--- src/rtl/mult_div_unit.sv ---
// Shared sequential signed multiply/divide engine producing HI/LO results.
// Works on operand magnitudes for WIDTH iterations, then fixes up signs.
module mult_div_unit #(
  parameter int WIDTH = 32
) (
  input  logic             clk,
  input  logic             reset,
  input  logic [WIDTH-1:0] a,
  input  logic [WIDTH-1:0] b,
  input  logic             mult_start,
  input  logic             div_start,
  output logic             busy,
  output logic             done,
  output logic [WIDTH-1:0] hi_out,
  output logic [WIDTH-1:0] lo_out,
  output logic             div_zero
);

  typedef enum logic [2:0] {
    IDLE, MULT, DIV, SIGN, DONE
  } state_t;

  localparam int CW = $clog2(WIDTH);
  localparam logic [CW-1:0] LAST = CW'(WIDTH - 1);

  state_t             state;
  logic [WIDTH-1:0]   mag_a;
  logic [WIDTH-1:0]   mag_b;
  logic               sign_a;
  logic               sign_b;
  logic               is_mult;
  logic [CW-1:0]      count;
  logic [2*WIDTH-1:0] acc;

  logic [WIDTH-1:0]   acc_hi;
  logic [WIDTH-1:0]   acc_lo;
  logic [WIDTH-1:0]   abs_a;
  logic [WIDTH-1:0]   abs_b;
  logic [WIDTH:0]     add_sum;
  logic [WIDTH:0]     rem_sh;
  logic [WIDTH:0]     rem_sub;
  logic               rem_ge;
  logic [2*WIDTH-1:0] mult_next;
  logic [2*WIDTH-1:0] div_next;
  logic               neg;

  assign busy   = (state != IDLE);
  assign acc_hi = acc[2*WIDTH-1:WIDTH];
  assign acc_lo = acc[WIDTH-1:0];
  assign abs_a  = a[WIDTH-1] ? -a : a;
  assign abs_b  = b[WIDTH-1] ? -b : b;
  assign neg    = sign_a ^ sign_b;

  // Multiply: acc = {partial, multiplier}, add on LSB then shift right.
  assign add_sum   = acc[0] ? {1'b0, acc_hi} + {1'b0, mag_a}
                            : {1'b0, acc_hi};
  assign mult_next = {add_sum, acc_lo[WIDTH-1:1]};

  // Divide: acc = {remainder, dividend/quotient}, restoring step.
  assign rem_sh   = {acc_hi, acc_lo[WIDTH-1]};
  assign rem_sub  = rem_sh - {1'b0, mag_b};
  assign rem_ge   = (rem_sh >= {1'b0, mag_b});
  assign div_next = rem_ge
    ? {rem_sub[WIDTH-1:0], acc_lo[WIDTH-2:0], 1'b1}
    : {rem_sh[WIDTH-1:0], acc_lo[WIDTH-2:0], 1'b0};

  always_ff @(posedge clk or posedge reset) begin
    if (reset) begin
      state    <= IDLE;
      mag_a    <= '0;
      mag_b    <= '0;
      sign_a   <= 1'b0;
      sign_b   <= 1'b0;
      is_mult  <= 1'b0;
      count    <= '0;
      acc      <= '0;
      done     <= 1'b0;
      hi_out   <= '0;
      lo_out   <= '0;
      div_zero <= 1'b0;
    end else begin
      unique case (state)
        IDLE: begin
          if (mult_start || div_start) begin
            mag_a    <= abs_a;
            mag_b    <= abs_b;
            sign_a   <= a[WIDTH-1];
            sign_b   <= b[WIDTH-1];
            is_mult  <= mult_start;
            count    <= '0;
            div_zero <= 1'b0;
            if (mult_start) begin
              acc   <= {{WIDTH{1'b0}}, abs_b};
              state <= MULT;
            end else if (b == '0) begin
              div_zero <= 1'b1;
              done     <= 1'b1;
              state    <= DONE;
            end else begin
              acc   <= {{WIDTH{1'b0}}, abs_a};
              state <= DIV;
            end
          end
        end
        MULT: begin
          acc   <= mult_next;
          count <= count + CW'(1);
          if (count == LAST) state <= SIGN;
        end
        DIV: begin
          acc   <= div_next;
          count <= count + CW'(1);
          if (count == LAST) state <= SIGN;
        end
        SIGN: begin
          if (is_mult) begin
            {hi_out, lo_out} <= neg ? -acc : acc;
          end else begin
            hi_out <= sign_a ? -acc_hi : acc_hi;
            lo_out <= neg ? -acc_lo : acc_lo;
          end
          done  <= 1'b1;
          state <= DONE;
        end
        DONE: begin
          done  <= 1'b0;
          state <= IDLE;
        end
        default: state <= IDLE;
      endcase
    end
  end

endmodule

--- config.mk ---
export PLATFORM = sky130hd
export DESIGN_NAME = mult_div_unit
export DESIGN_NICKNAME = d
export VERILOG_FILES = /design/src/rtl/mult_div_unit.sv
export SDC_FILE = /design/constraint.sdc
export NUM_CORES = 1
export LEC_CHECK = 0
export ABC_AREA = 1
export BUFFER_PORTS_ARGS = -buffer_cell sky130_fd_sc_hd__buf_4
export CAP_MARGIN = 20
export CORE_MARGIN = 10
export CORE_UTILIZATION = 30
export DETAILED_ROUTE_END_ITERATION = 12
export GPL_TIMING_DRIVEN = 0
export PLACE_DENSITY = 0.55
export SLEW_MARGIN = 0
export SYNTH_ARGS = -nofsm -noshare
export SYNTH_HDL_FRONTEND = slang
export SYNTH_SLANG_ARGS = --single-unit
--- constraint.sdc ---
create_clock -name clk -period 8.75 [get_ports clk]
set_input_delay 1.75 -clock clk [delete_from_list [all_inputs] [get_ports clk]]
set_output_delay 1.75 -clock clk [all_outputs]
set_load 0.03 [all_outputs]
-- Word level (Yosys, flattened, before mapping)
Index checks and enable logic that the tools add are counted.
- add/sub/neg operators: 8
- equality and inequality tests: 10
- reduce and logical (&&, ||, !) cells: 13
- bitwise logic cells: 1
- multiplexer cells: 26
- $lt $le $gt $ge: 1
- operators with widths (kind ; number):
    64-bit two-way mux ; 5
    32-bit two-way mux ; 6
    64-bit one-hot mux with 3 select lines ; 1
    32-bit negator ; 4
    64-bit negator ; 1
    32-bit by 32-bit adder with 33-bit output ; 1
    33-bit by 32-bit greater-or-equal comparator with 1-bit output ; 1
    33-bit two-way mux ; 1
    32-bit logical NOT ; 1
    32-bit subtractor ; 1
    3-bit two-way mux ; 4
    5-bit one-hot mux with 2 select lines ; 1
    3-bit one-hot mux with 3 select lines ; 1
    3-bit nonzero test ; 3
    3-bit by 2-bit equality test with 1-bit output (second input constant) ; 2
    2-bit inequality test (second input constant) ; 3
    2-bit AND reduction ; 3
    5-bit by 1-bit adder with 5-bit output (second input constant) ; 1
    5-bit equality test (second input constant) ; 1
    1-bit two-way mux ; 5
    5-bit two-way mux ; 1
    4-bit AND reduction ; 1
    3-bit by 1-bit equality test with 1-bit output (second input constant) ; 1
    3-bit equality test (second input constant) ; 1
    9 further kinds ; 9
- output and inout bits: 67
- word-level logic and storage cells: 71
- register bits after elaboration: 205
- bits of input ports: 68

-- Logic depth before layout (Yosys ltp)
Gate-level depths: netlist of the first run.
- depth after elaboration: 6
- mapped depth: 17
- gate-level depth less buffers: 16

-- Worst setup path before layout of the first run
No wires, ideal clock.
- path type: input-to-reg
- start: input port b[0]
- end: register acc[16]
- buffers on the path: 2
- slack: 5.557 ns
- arrival: 3.069 ns
- data required time: 8.626 ns
- stages on the path: 12
- setup time: 0.124 ns
- cell sequence: inv_1 > ha_1 > nand3_1 > nor2_2 > nand2_2 > nor2_2 > nand3_1 > nand3_2 > buf_6 > buf_6 > nand2_1 > a21boi_1
- longest elaborated chain between the ends: 5
- elaborated cells between the ends (all ways): 8
- those cells by class: add/sub: 1; eq/ne: 1; mux: 4; reduce/logical: 2
- RTL lines (element ; RTL line ; source):
    start, declared ; 9 ; input logic [WIDTH-1:0] b,
    32-bit negator ; 51 ; assign abs_b = b[WIDTH-1] ? -b : b;
    32-bit two-way mux ; 51 ;
    64-bit two-way mux ; 92 ; if (mult_start) begin
    64-bit two-way mux ; 84 ; if (mult_start || div_start) begin
    64-bit one-hot mux with 3 select lines ; 82 ; unique case (state)
    end signal, assigned ; 93 ; acc <= {{WIDTH{1'b0}}, abs_b};
    end signal, assigned ; 100 ; acc <= {{WIDTH{1'b0}}, abs_a};
    end signal, assigned ; 106 ; acc <= mult_next;
    end, declared ; 33 ; logic [2*WIDTH-1:0] acc;
Parallel ways exist; a longest one is shown, timed or not. The select of a mux whose other input is x is not followed.
A chain may end at the register's enable or synchronous reset.

-- Worst setup path in the final report of the first run
- start: register acc[0]
- end: register hi_out[26]
- longest elaborated chain between the ends: 3
- RTL lines (element ; RTL line ; source):
    64-bit negator ; 117 ; {hi_out, lo_out} <= neg ? -acc : acc;
    64-bit two-way mux ; 117 ;
    32-bit two-way mux ; 116 ; if (is_mult) begin
    end signal, assigned ; 117 ;
    end signal, assigned ; 119 ; hi_out <= sign_a ? -acc_hi : acc_hi;
    end, declared ; 14 ; output logic [WIDTH-1:0] hi_out,
Every way passes these cells.

==> results of run 1 <==
==> metrics by stage <==
step / util / total power, uW
global placement: 0.335 / 8630
finish: 0.350 / 9890
detailed placement: 0.336 / 8650
global route: 0.350 / 10700
floorplan: - / 6400
CTS: 0.350 / 9830
==> cell families after synthesis <==
group / after synthesis / synth area share
and+or+nand+nor: 1945 / 0.434
buffers and inverters: 537 / 0.113
adders and majority gates: 72 / 0.0482
xor gates and xnor gates: 76 / 0.0350
AOI/OAI and AO/OA: 328 / 0.0992
DFF: 205 / 0.270
==> cell type report <==
class                   count  area [um^2]
clock inverters             9          165
repair buffers            134         1050
flip-flops and latches    205         5130
fillers                  7048        40800
plain buffers              98          505
inverters                 439         1660
clock buffers              37          731
multi-input cells        2421        11700
well taps                 846         1060
==> worst max-delay path, delay by kind of cell, from the launching register on <==
family | cells | cell delay (ps)
flip-flops | 1 | 410
AND/OR/NAND/NOR | 9 | 1600
buffers and inverters | 3 | 1350
adder cells (fa/ha/maj) | 1 | 320
==> layout by cell type, fill, tap and decap left out, drive strengths merged, types with 11 or more instances in the layout <==
cell type,instances
a21oi,91
buf,188
clkbuf,81
dfrtp,205
ha,70
inv,439
nand2,1146
nand3,365
nand3b,11
nand4,44
nor2,342
nor3,23
o211ai,11
o21a,13
o21ai,147
o21bai,12
o22ai,30
xnor2,18
xor2,58
==> state kept, by name, indices dropped and copies added (netlist names) <==
register	count
is_mult	1
mag_b	32
lo_out	32
hi_out	32
state	3
sign_a	1
done	1
div_zero	1
acc	64
count	5
sign_b	1
mag_a	32
==> path summary, 6_finish.rpt <==
kind,start,endpoint,slack (ps),depth (start not counted)
max in group asynchronous,reset,acc[62]$_DFFE_PP0P_,6440,4
min in group asynchronous,reset,lo_out[16]$_DFFE_PP0N_,1190,2
setup reg to reg,acc[0]$_DFFE_PP0P_,hi_out[26]$_DFFE_PP0N_,4960,13
hold reg to reg,hi_out[8]$_DFFE_PP0N_,hi_out[8]$_DFFE_PP0N_,480,2
hold / removal,hi_out[8]$_DFFE_PP0N_,hi_out[8]$_DFFE_PP0N_,480,2
setup / recovery,acc[0]$_DFFE_PP0P_,hi_out[26]$_DFFE_PP0N_,4960,13
==> metal layers <==
layer / vias to the layer above / global-route usage / part of all wire
li1: 10371 / - / -
met1: 9596 / 0.278 / 0.43
met2: 809 / 0.349 / 0.45
met3: 152 / 0.0396 / 0.078
met4: 0 / 0.0825 / 0.042
met5: - / 0 / 0
==> power by group through the flow <==
| stage | logic (uW) | clock network, uW | registers, uW |
|---|---|---|---|
| floorplan | 4430 | 0 | 1970 |
| global placement | 6700 | 0 | 1940 |
| detailed placement | 6710 | 0 | 1940 |
| CTS | 6740 | 1160 | 1920 |
| global route | 7550 | 1190 | 1980 |
| finish | 6800 | 1140 | 1950 |
==> impl_results.md, run 1 <==
- Outcome: complete, no violations
- Routed via count: 20928
- Area Growth Syn to Fin: 15.8%
- First-pass GRT wire length: approximately 120000 um
- Standard cell area after detailed placement: 21100 um^2
- Die Span X: 272 um
- Global placer's final weighted congestion: 0.993
- Clock input transition at the sequential cells of the worst setup and hold paths: 60 ps
- Delay of the slowest critical-path stage: a little over 700 ps
- Net count after synthesis: around 3300
- HPWL after detailed placement: just under 70000 um
- Count of cell types in the netlist: 55
- Residual DRC count: 0
- Power density relative to cell area: 449 nW/um^2
- Commonest cells in the netlist: 1128 x sky130_fd_sc_hd__nand2_1, 420 x sky130_fd_sc_hd__inv_1, 354 x sky130_fd_sc_hd__nand3_1, 313 x sky130_fd_sc_hd__nor2_1, 205 x sky130_fd_sc_hd__dfrtp_1
- Timing-limited maximum frequency: 264 MHz
- Via density per instance: roughly 5
- Measured slew at the worst slew-check pin: 856 ps
- Number of nets in the finished design: 3464
- Max Fanout on Critical Path: 10
- Number of enable-type register cells in the synthesized netlist: 0
- Fraction of layout cells with a size suffix above 1: 0.0942
- Maximum clock insertion buffer count: 3
- Largest cells by area after synthesis: sky130_fd_sc_hd__dfrtp_1 27%, sky130_fd_sc_hd__nand2_1 22%, sky130_fd_sc_hd__nand3_1 9.3%
- Critical Path AT: between 4000 and 5000 ps
- Area fraction of the dominant cell type after synthesis: 0.270
- Total negative setup slack: 0 ps
- Most common cell in the synthesized netlist: sky130_fd_sc_hd__nand2_1
- Worst VDD drop: approximately 0.00016 V
- Number of DRC markers after the initial detailed-route iteration: 2195
- Wirelength per Cell: 19.5 um
- Post-CTS setup repair buffer count: 0
- Source-to-sink clock delay at the later pin of the worst-skew pair: 570 ps
- Proportion of synthesized flip-flops having asynchronous set or reset: 1.00
- Type of the worst min-delay path: flop to flop
- Core outline area: roughly 63000 um^2
- Ordered cell list for the critical path: inv_1, clkbuf_1, clkbuf_1, ha_1, nand3_2, nor2_4, nand4_1, nor2_1, nand3_1, nand2_1, nand4_1, nand3_1, nand2_1
- Number of cell rows: 92
- Final-report hold violation count: 0
- Proportion of power drawn by combinational gates: 0.688
- Clock network power share: 0.116
- Clock tree from TritonCTS: done
- WHS: 478 ps
- Flop pwr share: 0.197
- CP max stage cell: sky130_fd_sc_hd__clkbuf_1
- CP Class: flop to flop
- Cell type contributing the most total cell area after synthesis: sky130_fd_sc_hd__dfrtp_1
- Switching Fraction: 0.569
- Clk Tree Root Cell: sky130_fd_sc_hd__clkbuf_16
- RSZ-0062 raised after global routing: no
- Antenna violations before repair: 0
- Total standard cell area after synthesis: 19000 um^2
- Total of warnings raised by yosys: 0
- Sequential fraction of the synthesis area: 0.270
- Clock skew: ~28 ps
- Endpoint class of the critical path: flop
- Detailed-routing iteration count for the pre-antenna-repair pass: 6
- Total congestion overflow: 0
- Number of nets still failing antenna checks after routing: 0
- Dominant synthesized flop cell: sky130_fd_sc_hd__dfrtp_1
- Count of buffers from port buffering: 132
- Io pins: 135
- Final non-filler cell total: 4189
- Max-cap violation count: 0
- Worst relative slew slack: 0.429
- Required time of the critical path: 9200 ps
- Cts-stage hold buffer count: 0
- Int Pwr: 4260 uW
- Finished layout cell area: 22000 um^2
- Number of gates resized after cts: 0
- Pins over their slew limit: 0
- Total setup violations reported at the end of the flow: 0
- Pre-CTS setup slack: 4730 ps
- Final cycle utilization of the critical path: 0.433
- Total Die Area: approximately 74000 um^2
- Vias in the first global route: about 20000
- Maximum level of the CTS H-tree: 1
- # placed instances: 4143
- Total CTS buffers: 25
- Synthesized flop and latch total: between 200 and 250
- GRT Overall Usage: 0.214
- Leakage power figure: 0.0117 uW
- Routed wire length: roughly 80000 um
- Number of diodes added for antenna fixing: 0
- Floorplan die height: ~270 um
- Net switching power of the design: 5630 uW
- Mean cell area of the mapped netlist: between 6 and 7 um^2
- Initial Utilization: 0.302
- Pin count of the biggest net entering global routing: 77
- Final Worst Setup Slack: 4960 ps
- Shortest clock period the worst path allows after layout: 3790 ps
- Startpoint type of the worst setup path: flop
- Cell count after synthesis: 3163
- Clock sink total: 205
No activity file was read; power rests on OpenSTA's default activity.
==> run 2, diff against run 1 <==
Settings changed: PLACE_DENSITY 0.55 to 0.57.
Clock period 8.75 ns to 3.2 ns, I/O delays scaled along.
==> impl_results.md, run 2 (same netlist as run 1, synthesis figures left out) <==
- Int Pwr: 11400 uW
- Core outline area: roughly 63000 um^2
- First-pass GRT wire length: about 120000 um
- Finished layout cell area: about 22000 um^2
- Register with the most flip-flops: acc
- Net switching power of the design: 15400 uW
- Final cycle utilization of the critical path: 0.953
- Total congestion overflow: 0
- Pin count of the biggest net entering global routing: between 40 and 50
- Vias in the first global route: 19907
- Clock tree from TritonCTS: done
- Antenna violations before repair: 2
- Reg-to-Reg End: hi_out[26]$_DFFE_PP0N_
- Source-to-sink clock delay at the later pin of the worst-skew pair: around 570 ps
- Clock sink total: 205
- Total negative setup slack: 0 ps
- Startpoint type of the worst setup path: flop
- Clock skew: around 22 ps
- Proportion of power drawn by combinational gates: 0.692
- Final non-filler cell total: 4193
- Worst VDD drop: between 0.0004 and 0.0005 V
- Number of flip-flops in the largest register: 64
- Standard cell area after detailed placement: 21200 um^2
- Total CTS buffers: 25
- Final core area utilization: 0.350
- Switching Fraction: 0.574
- Post-CTS setup repair buffer count: 0
- Flop pwr share: 0.198
- Measured slew at the worst slew-check pin: 752 ps
- Outcome: complete, no violations
- Floorplan die height: 272 um
- Via density per instance: approximately 5
- Wirelength per Cell: 19.6 um
- Number of DRC markers after the initial detailed-route iteration: 2260
- Max-cap violation count: 0
- Number of diodes added for antenna fixing: 0
- Clock network power share: 0.110
- Max Fanout on Critical Path: 10
- GRT Overall Usage: 0.215
- RSZ-0062 raised after global routing: no
- Leading cell type in the layout, fill and taps excluded: sky130_fd_sc_hd__nand2_1
- Residual DRC count: 0
- Critical Path AT: 3540 ps
- Worst relative slew slack: 0.498
- Detailed-routing iteration count for the pre-antenna-repair pass: 6
- Endpoint class of the critical path: flop
- Die Span X: 272 um
- Power density relative to cell area: 1220 nW/um^2
- HPWL after detailed placement: 68200 um
- Number of nets still failing antenna checks after routing: 0
- Count of buffers from port buffering: ~130
- Slack of the worst reg-to-reg path: ~150 ps
- Area Growth Syn to Fin: 15.8%
- Global placer's final weighted congestion: between 0.9 and 1
- Total setup violations reported at the end of the flow: 0
- Worst reg-to-reg path cell count: 14
- Number of cell rows: 92
- Io pins: between 100 and 150
- Clock input transition at the sequential cells of the worst setup and hold paths: 60 ps
- Reg-to-reg critical path startpoint: acc[0]$_DFFE_PP0P_
- Commonest cells after routing, fill and taps aside: 1127 x sky130_fd_sc_hd__nand2_1, 419 x sky130_fd_sc_hd__inv_1, 354 x sky130_fd_sc_hd__nand3_1, 313 x sky130_fd_sc_hd__nor2_1, 205 x sky130_fd_sc_hd__dfrtp_1
- Final-report hold violation count: 0
- Initial Utilization: 0.302
- Routed wire length: around 80000 um
- Shortest clock period the worst path allows after layout: 3050 ps
- Leakage power figure: 0.0117 uW
- Timing-limited maximum frequency: about 330 MHz
- Total Die Area: about 74000 um^2
- Clk Tree Root Cell: sky130_fd_sc_hd__clkbuf_16
- Pwr Total: 26900 uW
- Maximum clock insertion buffer count: 3
- Number of nets in the finished design: ~3500
- Type of the worst min-delay path: input port to asynchronous set/reset pin
- # placed instances: 4147
- Maximum level of the CTS H-tree: 1
- Pins over their slew limit: 0
- Routed via count: 21032
- Required time of the critical path: 3690 ps
- Fraction of layout cells with a size suffix above 1: 0.0968
- CP Class: flop to flop
-- run 2: changes by cell type in the layout (fill, tap and decap cells not counted), moves of 2 or more --
cell | before | now
sky130_fd_sc_hd__clkinv_2 | 2 | 7
sky130_fd_sc_hd__bufinv_16 | 4 | 2
sky130_fd_sc_hd__clkbuf_8 | 6 | 3
sky130_fd_sc_hd__buf_12 | 1 | 7
sky130_fd_sc_hd__clkbuf_1 | 50 | 46
sky130_fd_sc_hd__inv_6 | 0 | 2
sky130_fd_sc_hd__buf_16 | 2 | 0
-- run 2: stage by stage --
stage,setup WS [ps],hold WS (ps)
CTS,43.8,129
floorplan,-98.3,453
global route,32.7,149
global placement,-1520,466
finish,150,135
detailed placement,-451,468
-- run 2: worst max path at each step --
stage / start / end / slack (ps) / cells past startpoint
floorplan: reset / acc[0]$_DFFE_PP0P_ / -100 / 1
global placement: reset / mag_b[22]$_DFFE_PP0P_ / -1520 / 2
detailed placement: acc[0]$_DFFE_PP0P_ / hi_out[26]$_DFFE_PP0N_ / -450 / 14
CTS: acc[0]$_DFFE_PP0P_ / hi_out[26]$_DFFE_PP0N_ / 40 / 14
global route: acc[0]$_DFFE_PP0P_ / hi_out[26]$_DFFE_PP0N_ / 30 / 14
finish: acc[0]$_DFFE_PP0P_ / hi_out[26]$_DFFE_PP0N_ / 150 / 14
-- run 2: worst max-delay path, stage by stage (launching register included) --
cell,delay [ps]
sky130_fd_sc_hd__dfrtp_1,400
sky130_fd_sc_hd__inv_1,150
sky130_fd_sc_hd__clkbuf_2,300
sky130_fd_sc_hd__clkbuf_4,350
sky130_fd_sc_hd__ha_1,230
sky130_fd_sc_hd__nand3_2,120
sky130_fd_sc_hd__nor2_4,200
sky130_fd_sc_hd__nand4_1,130
sky130_fd_sc_hd__nor2_1,260
sky130_fd_sc_hd__nand3_1,180
sky130_fd_sc_hd__nand2_2,190
sky130_fd_sc_hd__nand3_1,100
sky130_fd_sc_hd__nand2_1,70
sky130_fd_sc_hd__nand3_1,180
sky130_fd_sc_hd__nand2_1,110
-- run 2: repair_timing --
item                                    4_1_cts  5_1_grt
hold buffers                                  0        0
gates resized for setup                       2        3
endpoints found under the setup margin       19        5
-- run 2: layer usage --
metal	track usage	vias up	wire length [um]
met2	0.350	823	37200
met3	0.0481	175	7200
met1	0.270	9627	34300
li1	-	10403	-
met4	0.0880	4	3520
met5	0	-	31
-- run 2: area by class of cell --
| cell class | instances | area [um^2] |
|---|---|---|
| Sequential cell | 205 | 5130 |
| Fill cell | 7012 | 40800 |
| Tap cell | 846 | 1060 |
| Buffer | 98 | 510 |
| Clock inverter | 14 | 148 |
| Inverter | 439 | 1650 |
| Multi-Input combinational cell | 2421 | 11700 |
| Clock buffer | 32 | 682 |
| Timing Repair Buffer | 138 | 1110 |
-- run 2: power groups by stage --
stage | clock network, uW | logic, uW | registers [uW]
2_1_floorplan | 0 | 12100 | 5390
3_3_place_gp | 0 | 18300 | 5300
3_5_place_dp | 0 | 18300 | 5310
4_1_cts | 2980 | 18400 | 5270
5_1_grt | 3080 | 20600 | 5410
6_report | 2940 | 18600 | 5330
